`src/rtl/vip_uart_rx_mon.sv`:
```
// vip_uart_rx_mon: multi-channel UART receive monitor.
// Each channel runs a 2-flop synchroniser, a receive FSM and a
// first-word-fall-through byte FIFO behind a valid/ready stream.
// Only the baud divisor div_i is shared between channels.
// Framing is 8N1 by default. Defining VIP_UART_RX_MON_PARITY_EN enables
// an even-parity bit between the data bits and the stop bit.
module vip_uart_rx_mon #(
    parameter int NumChan   = 1,
    parameter int DataBits  = 8,
    parameter int DivWidth  = 16,
    parameter int FifoDepth = 8
) (
    input  logic                        clk_i,
    input  logic                        rst_i,
    input  logic [DivWidth-1:0]         div_i,
    input  logic [NumChan-1:0]          en_i,
    input  logic [NumChan-1:0]          rx_i,
    output logic [NumChan*DataBits-1:0] data_o,
    output logic [NumChan-1:0]          valid_o,
    input  logic [NumChan-1:0]          ready_i,
    output logic [NumChan-1:0]          frame_err_o,
    output logic [NumChan-1:0]          parity_err_o,
    output logic [NumChan-1:0]          overflow_o,
    input  logic [NumChan-1:0]          clr_i
);

    localparam int PtrW = (FifoDepth > 1) ? $clog2(FifoDepth) : 1;
    localparam int CntW = PtrW + 1;
    localparam int BitW = (DataBits > 1) ? $clog2(DataBits) : 1;

    typedef enum logic [2:0] {
        S_IDLE,
        S_START,
        S_DATA,
        S_PARITY,
        S_STOP
    } state_e;

    // Synchroniser chain and falling-edge register (all idle high)
    logic [NumChan-1:0] sync1_q, sync1_d;
    logic [NumChan-1:0] rxs_q, rxs_d;
    logic [NumChan-1:0] prev_q, prev_d;

    // Receive FSM state
    state_e              state_q [NumChan];
    state_e              state_d [NumChan];
    logic [DivWidth-1:0] cnt_q   [NumChan];
    logic [DivWidth-1:0] cnt_d   [NumChan];
    logic [DivWidth-1:0] dlen_q  [NumChan];
    logic [DivWidth-1:0] dlen_d  [NumChan];
    logic [BitW-1:0]     bit_q   [NumChan];
    logic [BitW-1:0]     bit_d   [NumChan];
    logic [DataBits-1:0] shift_q [NumChan];
    logic [DataBits-1:0] shift_d [NumChan];
    logic [NumChan-1:0]  par_bad_q, par_bad_d;
    logic [NumChan-1:0]  ferr_q, ferr_d;
    logic [NumChan-1:0]  perr_q, perr_d;
    logic [NumChan-1:0]  push;

    // FIFO state
    logic [DataBits-1:0] mem_q  [NumChan][FifoDepth];
    logic [PtrW-1:0]     wr_q   [NumChan];
    logic [PtrW-1:0]     wr_d   [NumChan];
    logic [PtrW-1:0]     rd_q   [NumChan];
    logic [PtrW-1:0]     rd_d   [NumChan];
    logic [CntW-1:0]     fill_q [NumChan];
    logic [CntW-1:0]     fill_d [NumChan];
    logic [DataBits-1:0] last_q [NumChan];
    logic [DataBits-1:0] last_d [NumChan];
    logic [NumChan-1:0]  ovf_q, ovf_d;
    logic [NumChan-1:0]  pop, accept;

    // Effective bit period: divisors below 4 are clamped so that d/2 >= 2
    logic [DivWidth-1:0] dmax;
    assign dmax = (div_i < DivWidth'(4)) ? DivWidth'(4) : div_i;

    // Receive FSM next-state: a count of 1 marks the sample cycle
    always_comb begin
        sync1_d   = rx_i;
        rxs_d     = sync1_q;
        prev_d    = rxs_q;
        state_d   = state_q;
        cnt_d     = cnt_q;
        dlen_d    = dlen_q;
        bit_d     = bit_q;
        shift_d   = shift_q;
        par_bad_d = par_bad_q;
        ferr_d    = '0;
        perr_d    = '0;
        push      = '0;
        for (int c = 0; c < NumChan; c++) begin
            if (!en_i[c]) begin
                state_d[c] = S_IDLE;
            end else begin
                case (state_q[c])
                    S_IDLE: begin
                        // Falling edge only: a line held low after a framing
                        // error must return high before a new frame starts.
                        if (prev_q[c] && !rxs_q[c]) begin
                            dlen_d[c]    = dmax;
                            cnt_d[c]     = dmax >> 1;
                            par_bad_d[c] = 1'b0;
                            state_d[c]   = S_START;
                        end
                    end
                    S_START: begin
                        if (cnt_q[c] == DivWidth'(1)) begin
                            if (rxs_q[c]) begin
                                state_d[c] = S_IDLE;
                            end else begin
                                cnt_d[c]   = dlen_q[c];
                                bit_d[c]   = '0;
                                state_d[c] = S_DATA;
                            end
                        end else begin
                            cnt_d[c] = cnt_q[c] - DivWidth'(1);
                        end
                    end
                    S_DATA: begin
                        if (cnt_q[c] == DivWidth'(1)) begin
                            shift_d[c] = {rxs_q[c], shift_q[c][DataBits-1:1]};
                            cnt_d[c]   = dlen_q[c];
                            if (bit_q[c] == BitW'(DataBits - 1)) begin
`ifdef VIP_UART_RX_MON_PARITY_EN
                                state_d[c] = S_PARITY;
`else
                                state_d[c] = S_STOP;
`endif
                            end else begin
                                bit_d[c] = bit_q[c] + BitW'(1);
                            end
                        end else begin
                            cnt_d[c] = cnt_q[c] - DivWidth'(1);
                        end
                    end
`ifdef VIP_UART_RX_MON_PARITY_EN
                    S_PARITY: begin
                        if (cnt_q[c] == DivWidth'(1)) begin
                            // Even parity: the parity bit equals the XOR of the data
                            par_bad_d[c] = (rxs_q[c] != (^shift_q[c]));
                            cnt_d[c]     = dlen_q[c];
                            state_d[c]   = S_STOP;
                        end else begin
                            cnt_d[c] = cnt_q[c] - DivWidth'(1);
                        end
                    end
`endif
                    S_STOP: begin
                        if (cnt_q[c] == DivWidth'(1)) begin
                            state_d[c] = S_IDLE;
                            if (!rxs_q[c]) begin
                                ferr_d[c] = 1'b1;
                            end else if (par_bad_q[c]) begin
                                perr_d[c] = 1'b1;
                            end else begin
                                push[c] = 1'b1;
                            end
                        end else begin
                            cnt_d[c] = cnt_q[c] - DivWidth'(1);
                        end
                    end
                    default: state_d[c] = S_IDLE;
                endcase
            end
        end
    end

    // FIFO bookkeeping: a push into a full FIFO is accepted only with a same-cycle pop
    always_comb begin
        pop    = '0;
        accept = '0;
        wr_d   = wr_q;
        rd_d   = rd_q;
        fill_d = fill_q;
        last_d = last_q;
        ovf_d  = ovf_q;
        for (int c = 0; c < NumChan; c++) begin
            pop[c]    = (fill_q[c] != '0) && ready_i[c];
            accept[c] = push[c] && ((fill_q[c] != CntW'(FifoDepth)) || pop[c]);
            wr_d[c]   = wr_q[c] + PtrW'(accept[c]);
            rd_d[c]   = rd_q[c] + PtrW'(pop[c]);
            fill_d[c] = fill_q[c] + CntW'(accept[c]) - CntW'(pop[c]);
            if (pop[c]) begin
                last_d[c] = mem_q[c][rd_q[c]];
            end
            // A drop in the same cycle as clr keeps the flag set
            if (push[c] && !accept[c]) begin
                ovf_d[c] = 1'b1;
            end else if (clr_i[c]) begin
                ovf_d[c] = 1'b0;
            end
        end
    end

    // Stream outputs: head of FIFO, or the last popped byte when empty
    always_comb begin
        valid_o = '0;
        data_o  = '0;
        for (int c = 0; c < NumChan; c++) begin
            valid_o[c] = (fill_q[c] != '0);
            data_o[c*DataBits +: DataBits] = (fill_q[c] != '0) ? mem_q[c][rd_q[c]] : last_q[c];
        end
    end

    assign frame_err_o  = ferr_q;
    assign parity_err_o = perr_q;
    assign overflow_o   = ovf_q;

    // Control state with asynchronous reset; reset aborts any frame in flight
    always_ff @(posedge clk_i or posedge rst_i) begin
        if (rst_i) begin
            sync1_q   <= '1;
            rxs_q     <= '1;
            prev_q    <= '1;
            par_bad_q <= '0;
            ferr_q    <= '0;
            perr_q    <= '0;
            ovf_q     <= '0;
            for (int c = 0; c < NumChan; c++) begin
                state_q[c] <= S_IDLE;
                cnt_q[c]   <= '0;
                dlen_q[c]  <= '0;
                bit_q[c]   <= '0;
                wr_q[c]    <= '0;
                rd_q[c]    <= '0;
                fill_q[c]  <= '0;
                last_q[c]  <= '0;
            end
        end else begin
            sync1_q   <= sync1_d;
            rxs_q     <= rxs_d;
            prev_q    <= prev_d;
            par_bad_q <= par_bad_d;
            ferr_q    <= ferr_d;
            perr_q    <= perr_d;
            ovf_q     <= ovf_d;
            for (int c = 0; c < NumChan; c++) begin
                state_q[c] <= state_d[c];
                cnt_q[c]   <= cnt_d[c];
                dlen_q[c]  <= dlen_d[c];
                bit_q[c]   <= bit_d[c];
                wr_q[c]    <= wr_d[c];
                rd_q[c]    <= rd_d[c];
                fill_q[c]  <= fill_d[c];
                last_q[c]  <= last_d[c];
            end
        end
    end

    // Data path storage: shift register and FIFO memory carry no reset
    always_ff @(posedge clk_i) begin
        for (int c = 0; c < NumChan; c++) begin
            shift_q[c] <= shift_d[c];
            if (accept[c]) begin
                mem_q[c][wr_q[c]] <= shift_q[c];
            end
        end
    end

endmodule
```
`config.mk`:
```
export PLATFORM = sky130hd
export DESIGN_NAME = vip_uart_rx_mon
export DESIGN_NICKNAME = d
export VERILOG_FILES = /design/src/rtl/vip_uart_rx_mon.sv
export SDC_FILE = /design/constraint.sdc
export NUM_CORES = 1
export LEC_CHECK = 0
export CAP_MARGIN = 10
export CORE_MARGIN = 2
export CORE_UTILIZATION = 45
export DETAILED_ROUTE_END_ITERATION = 8
export SYNTH_ARGS = -nofsm -noshare
export SYNTH_HDL_FRONTEND = slang
export SYNTH_SLANG_ARGS = --single-unit
```
`constraint.sdc`:
```
create_clock -name clk_i -period 8.5 [get_ports clk_i]
set_clock_uncertainty 0.05 [all_clocks]
set_input_delay 2.55 -clock clk_i [delete_from_list [all_inputs] [get_ports clk_i]]
set_output_delay 2.55 -clock clk_i [all_outputs]
set_load 0.02 [all_outputs]
```
==> flow_summary.rst <==
.. list-table::
   :header-rows: 1

   * - Metric
     - Value
   * - Outcome
     - finished clean
   * - Unrepaired setup endpoints after global routing
     - no
   * - Final #Nets
     - slightly above 500
   * - Arrival time at the worst endpoint
     - about 3.0 ns
   * - Required time at the endpoint of the critical path
     - 5.90 ns
   * - Transition at the pin with the smallest max-transition slack
     - 0.987 ns
   * - EDFF count, synth
     - 72
   * - Slowest stage delay, CP
     - just under 1 ns
   * - Final setup violation count
     - 0
   * - Distinct cells, synth
     - 70
   * - Mapped Avg Cell Area
     - 13.8 um^2
   * - Startpoint class of the critical path
     - flop
   * - Clock latency on the worst-skew pair
     - about 0.42 ns
   * - Share of the yosys chip area belonging to registers
     - 61.0%
   * - Clock-pin slew reported for the worst setup and hold paths after clock tree synthesis
     - 0.06 ns
   * - Critical Path Sink Type
     - output port
   * - Critical path buffers and inverters
     - 1
   * - TritonCTS clock tree
     - done
   * - Ys Warns
     - 0
   * - Final period utilization
     - 66.3%
   * - Fraction of final layout cells with drive strength greater than 1
     - 17.6%
   * - Sum of routed wire length over all layers
     - 11.7 mm
   * - Area added between synthesis and finish
     - 17.5%
   * - Num ports
     - 34
   * - Category of the critical setup timing path
     - reg2out
   * - Global-route wire length before repair
     - 19.6 mm
   * - Number of CTS-inserted buffers
     - 17
   * - Total of max-cap violations
     - 0
   * - Count of standard-cell rows
     - 42
   * - Cell area after synthesis
     - 0.00605 mm^2
   * - Worst voltage drop across the vdd grid
     - 0.130 mV
   * - Violation count after the first detailed-routing iteration
     - approximately 280
   * - # resized after CTS
     - 0
   * - Core occupancy in the finished layout
     - a little over half
   * - Number of detailed-route iterations in the first pass
     - 5
   * - HPWL after detailed placement
     - 7.63 mm
   * - Number of antenna violations at the first check in global routing
     - 0
   * - Yosys top cell area share
     - 35.7%
   * - Final Max Slew Viols
     - 0
   * - Post-route minimum period
     - 5.63 ns
   * - CTS Hold Bufs
     - 0
   * - Root buffer selected by CTS
     - clkbuf_16
   * - CP max-delay cell
     - dfrtp_1
   * - Via count of the first global-routing pass
     - about 3,700
   * - Worst-case hold slack
     - 0.310 ns
   * - Core region area
     - 0.0132 mm^2
   * - Biggest area contributors in the synthesized netlist
     - edfxtp_1 (36%), dfrtp_1 (24%), mux4_2 (6.0%)
   * - Via density per instance
     - 5.63
   * - Largest driver fanout on the critical path
     - 17
   * - Pin count of the biggest net entering global routing
     - 62
   * - Number of sinks handled by clock tree synthesis
     - approximately 130
   * - Fraction of registers with async set/reset
     - between 40% and 50%
   * - Leading register cell type out of synthesis
     - edfxtp_1
   * - Cell-by-cell listing of the critical path
     - mux4_2 > mux2i_1 > a21oi_1 > clkdlybuf4s50_1
   * - Effective utilization at floorplan
     - 45.9%
   * - Weighted congestion at the end of routability-driven global placement
     - roughly 0.77
   * - Final-report hold violation count
     - 0
   * - Wirelength per Cell
     - between 15 and 20 um
   * - Area enclosed by the die boundary
     - ~0.014 mm^2
   * - Static leakage
     - 2.63 nW
   * - Top cell type by total area after synthesis
     - edfxtp_1
   * - Diode insertion count for antenna repair
     - 0
   * - Syn Inst Count
     - 440
   * - Buffers from clock root to sink, at most
     - 2
   * - Number of buffers inserted by post-CTS setup repair
     - 0
   * - Total gr overflow
     - 0
   * - Highest clock rate
     - 177 MHz
   * - Worst slew slack as a fraction of its limit
     - 34.2%
   * - Number of nets produced by synthesis
     - 476
   * - Worst hold-check path type
     - reg2reg
   * - Number of routed nets with antenna violations
     - 0
   * - Power per unit of standard cell area
     - between 200 and 300 mW/mm^2
   * - Chip width
     - 120 um
   * - Die Ht
     - 120 um
   * - Setup TNS
     - 0 ns
   * - Fill cells
     - 1,105
   * - Flip-flop and latch count after synthesis
     - 133
   * - Vias post-DR
     - 3,717
   * - Family of cells with the greatest summed delay on the critical path
     - flip-flops
   * - Residual DRC count
     - 0
   * - Overall power of the completed layout
     - 2.07 mW
   * - Global-route total usage across every layer
     - 18.0%
   * - Total number of H-tree levels
     - 4
   * - Quantity of I/O buffers inserted on ports
     - 32
-- cells in the mapped netlist, drive strengths merged, types with 5 or more instances --
| library cell | count |
|---|---|
| edfxtp | 72 |
| dfrtp | 58 |
| nor2 | 39 |
| o21ai | 23 |
| a21oi | 22 |
| nand2 | 17 |
| mux4 | 16 |
| inv | 14 |
| mux2 | 14 |
| buf | 13 |
| ha | 13 |
| nor3 | 11 |
| a22o | 10 |
| mux2i | 10 |
| nand3 | 10 |
| clkbuf | 9 |
| nor4 | 9 |
| a32oi | 8 |
| nand2b | 8 |
| o31ai | 5 |
-- cells by family (layout without fill, tap and decap cells) --
logic type,Yosys count,after routing,share of synthesized area [%]
flip-flops,133,133,61.0
XOR/XNOR,5,5,0.724
AO/OA/AOI/OAI,97,97,11.1
adder cells (fa/ha/maj),14,14,3.02
buffers and inverters,36,80,2.75
AND/OR/NAND/NOR,114,114,11.1
other,1,1,0.0619
multiplexers,40,40,10.2
-- cell usage in the layout, fill, tap and decap left out, types with 4 or more instances in the layout --
| cell | instances |
|---|---|
| a21oi_1 | 20 |
| a22o_1 | 10 |
| a32oi_1 | 8 |
| bufinv_16 | 4 |
| clkbuf_16 | 17 |
| clkdlybuf4s50_1 | 32 |
| dfrtp_1 | 58 |
| edfxtp_1 | 72 |
| ha_1 | 13 |
| inv_1 | 13 |
| mux2_2 | 14 |
| mux2i_1 | 10 |
| mux4_2 | 16 |
| nand2_1 | 16 |
| nand2b_1 | 7 |
| nand3_1 | 10 |
| nor2_1 | 38 |
| nor3_1 | 7 |
| nor3_2 | 4 |
| nor4_1 | 6 |
| o21ai_0 | 21 |
| o31ai_1 | 4 |
-- sequential cells by signal, indices dropped and copies added (netlist names) --
| register | count |
|---|---|
| rxs_d | 1 |
| cnt_q | 16 |
| last_q | 8 |
| state_q | 3 |
| frame_err_o | 1 |
| dlen_q | 16 |
| overflow_o | 1 |
| fill_q | 4 |
| wr_q | 3 |
| prev_d | 1 |
| prev_q | 1 |
| shift_q | 8 |
| rd_q | 3 |
| mem_q | 64 |
| bit_q | 3 |
-- metrics by stage --
| step | area [um^2] | cells | setup WS [ns] |
|---|---|---|---|
| final | 7110 | 660 | 2.87 |
| after global routing | 7110 | 660 | 2.58 |
| after CTS | 7110 | 660 | 2.78 |
| after detailed placement | 6490 | 628 | 3.24 |
| after global placement | 6490 | 628 | 3.26 |
| after floorplan | 6050 | 440 | 4.17 |
-- layout make-up --
| type | instances | area [um^2] | area share (%) |
|---|---|---|---|
| inverters | 14 | 52.6 | 0.739 |
| clock buffers | 20 | 437 | 6.14 |
| repair buffers | 34 | 335 | 4.72 |
| clock inverters | 12 | 179 | 2.52 |
| multi-input cells | 271 | 2190 | 30.9 |
| well taps | 176 | 220 | 3.10 |
| flip-flops and latches | 133 | 3690 | 51.9 |
-- path summary, 6_finish.rpt --
| check | start | endpoint | slack, ns | depth (start not counted) |
|---|---|---|---|---|
| min | rxs_d | prev_d | 0.31 | 0 |
| max in group asynchronous | rst_i | wr_q[1] | 5.24 | 3 |
| max | rd_q[0] | data_o[1] | 2.87 | 4 |
| min in group asynchronous | rst_i | overflow_o | 2.64 | 3 |
| min reg2reg | rxs_d | prev_d | 0.31 | 0 |
| max reg2reg | cnt_q[1] | shift_q[3] | 5.26 | 6 |
-- report_power, final --
| part | switching [mW] | leakage (nW) | internal (mW) |
|---|---|---|---|
| Sequential | 0.108 | 1.39 | 0.749 |
| Clock | 0.269 | 0.291 | 0.491 |
| Combinational | 0.209 | 0.952 | 0.247 |
-- routing by layer --
metal  track usage, %  share of wire [%]  routed length (um)
met1             26.3                 49                5770
met4             8.09                1.6                 191
met3             4.28                3.7                 439
met5                0                  0                   0
met2             25.6                 45                5330
Note: power is estimated with default switching activity, not from simulation.
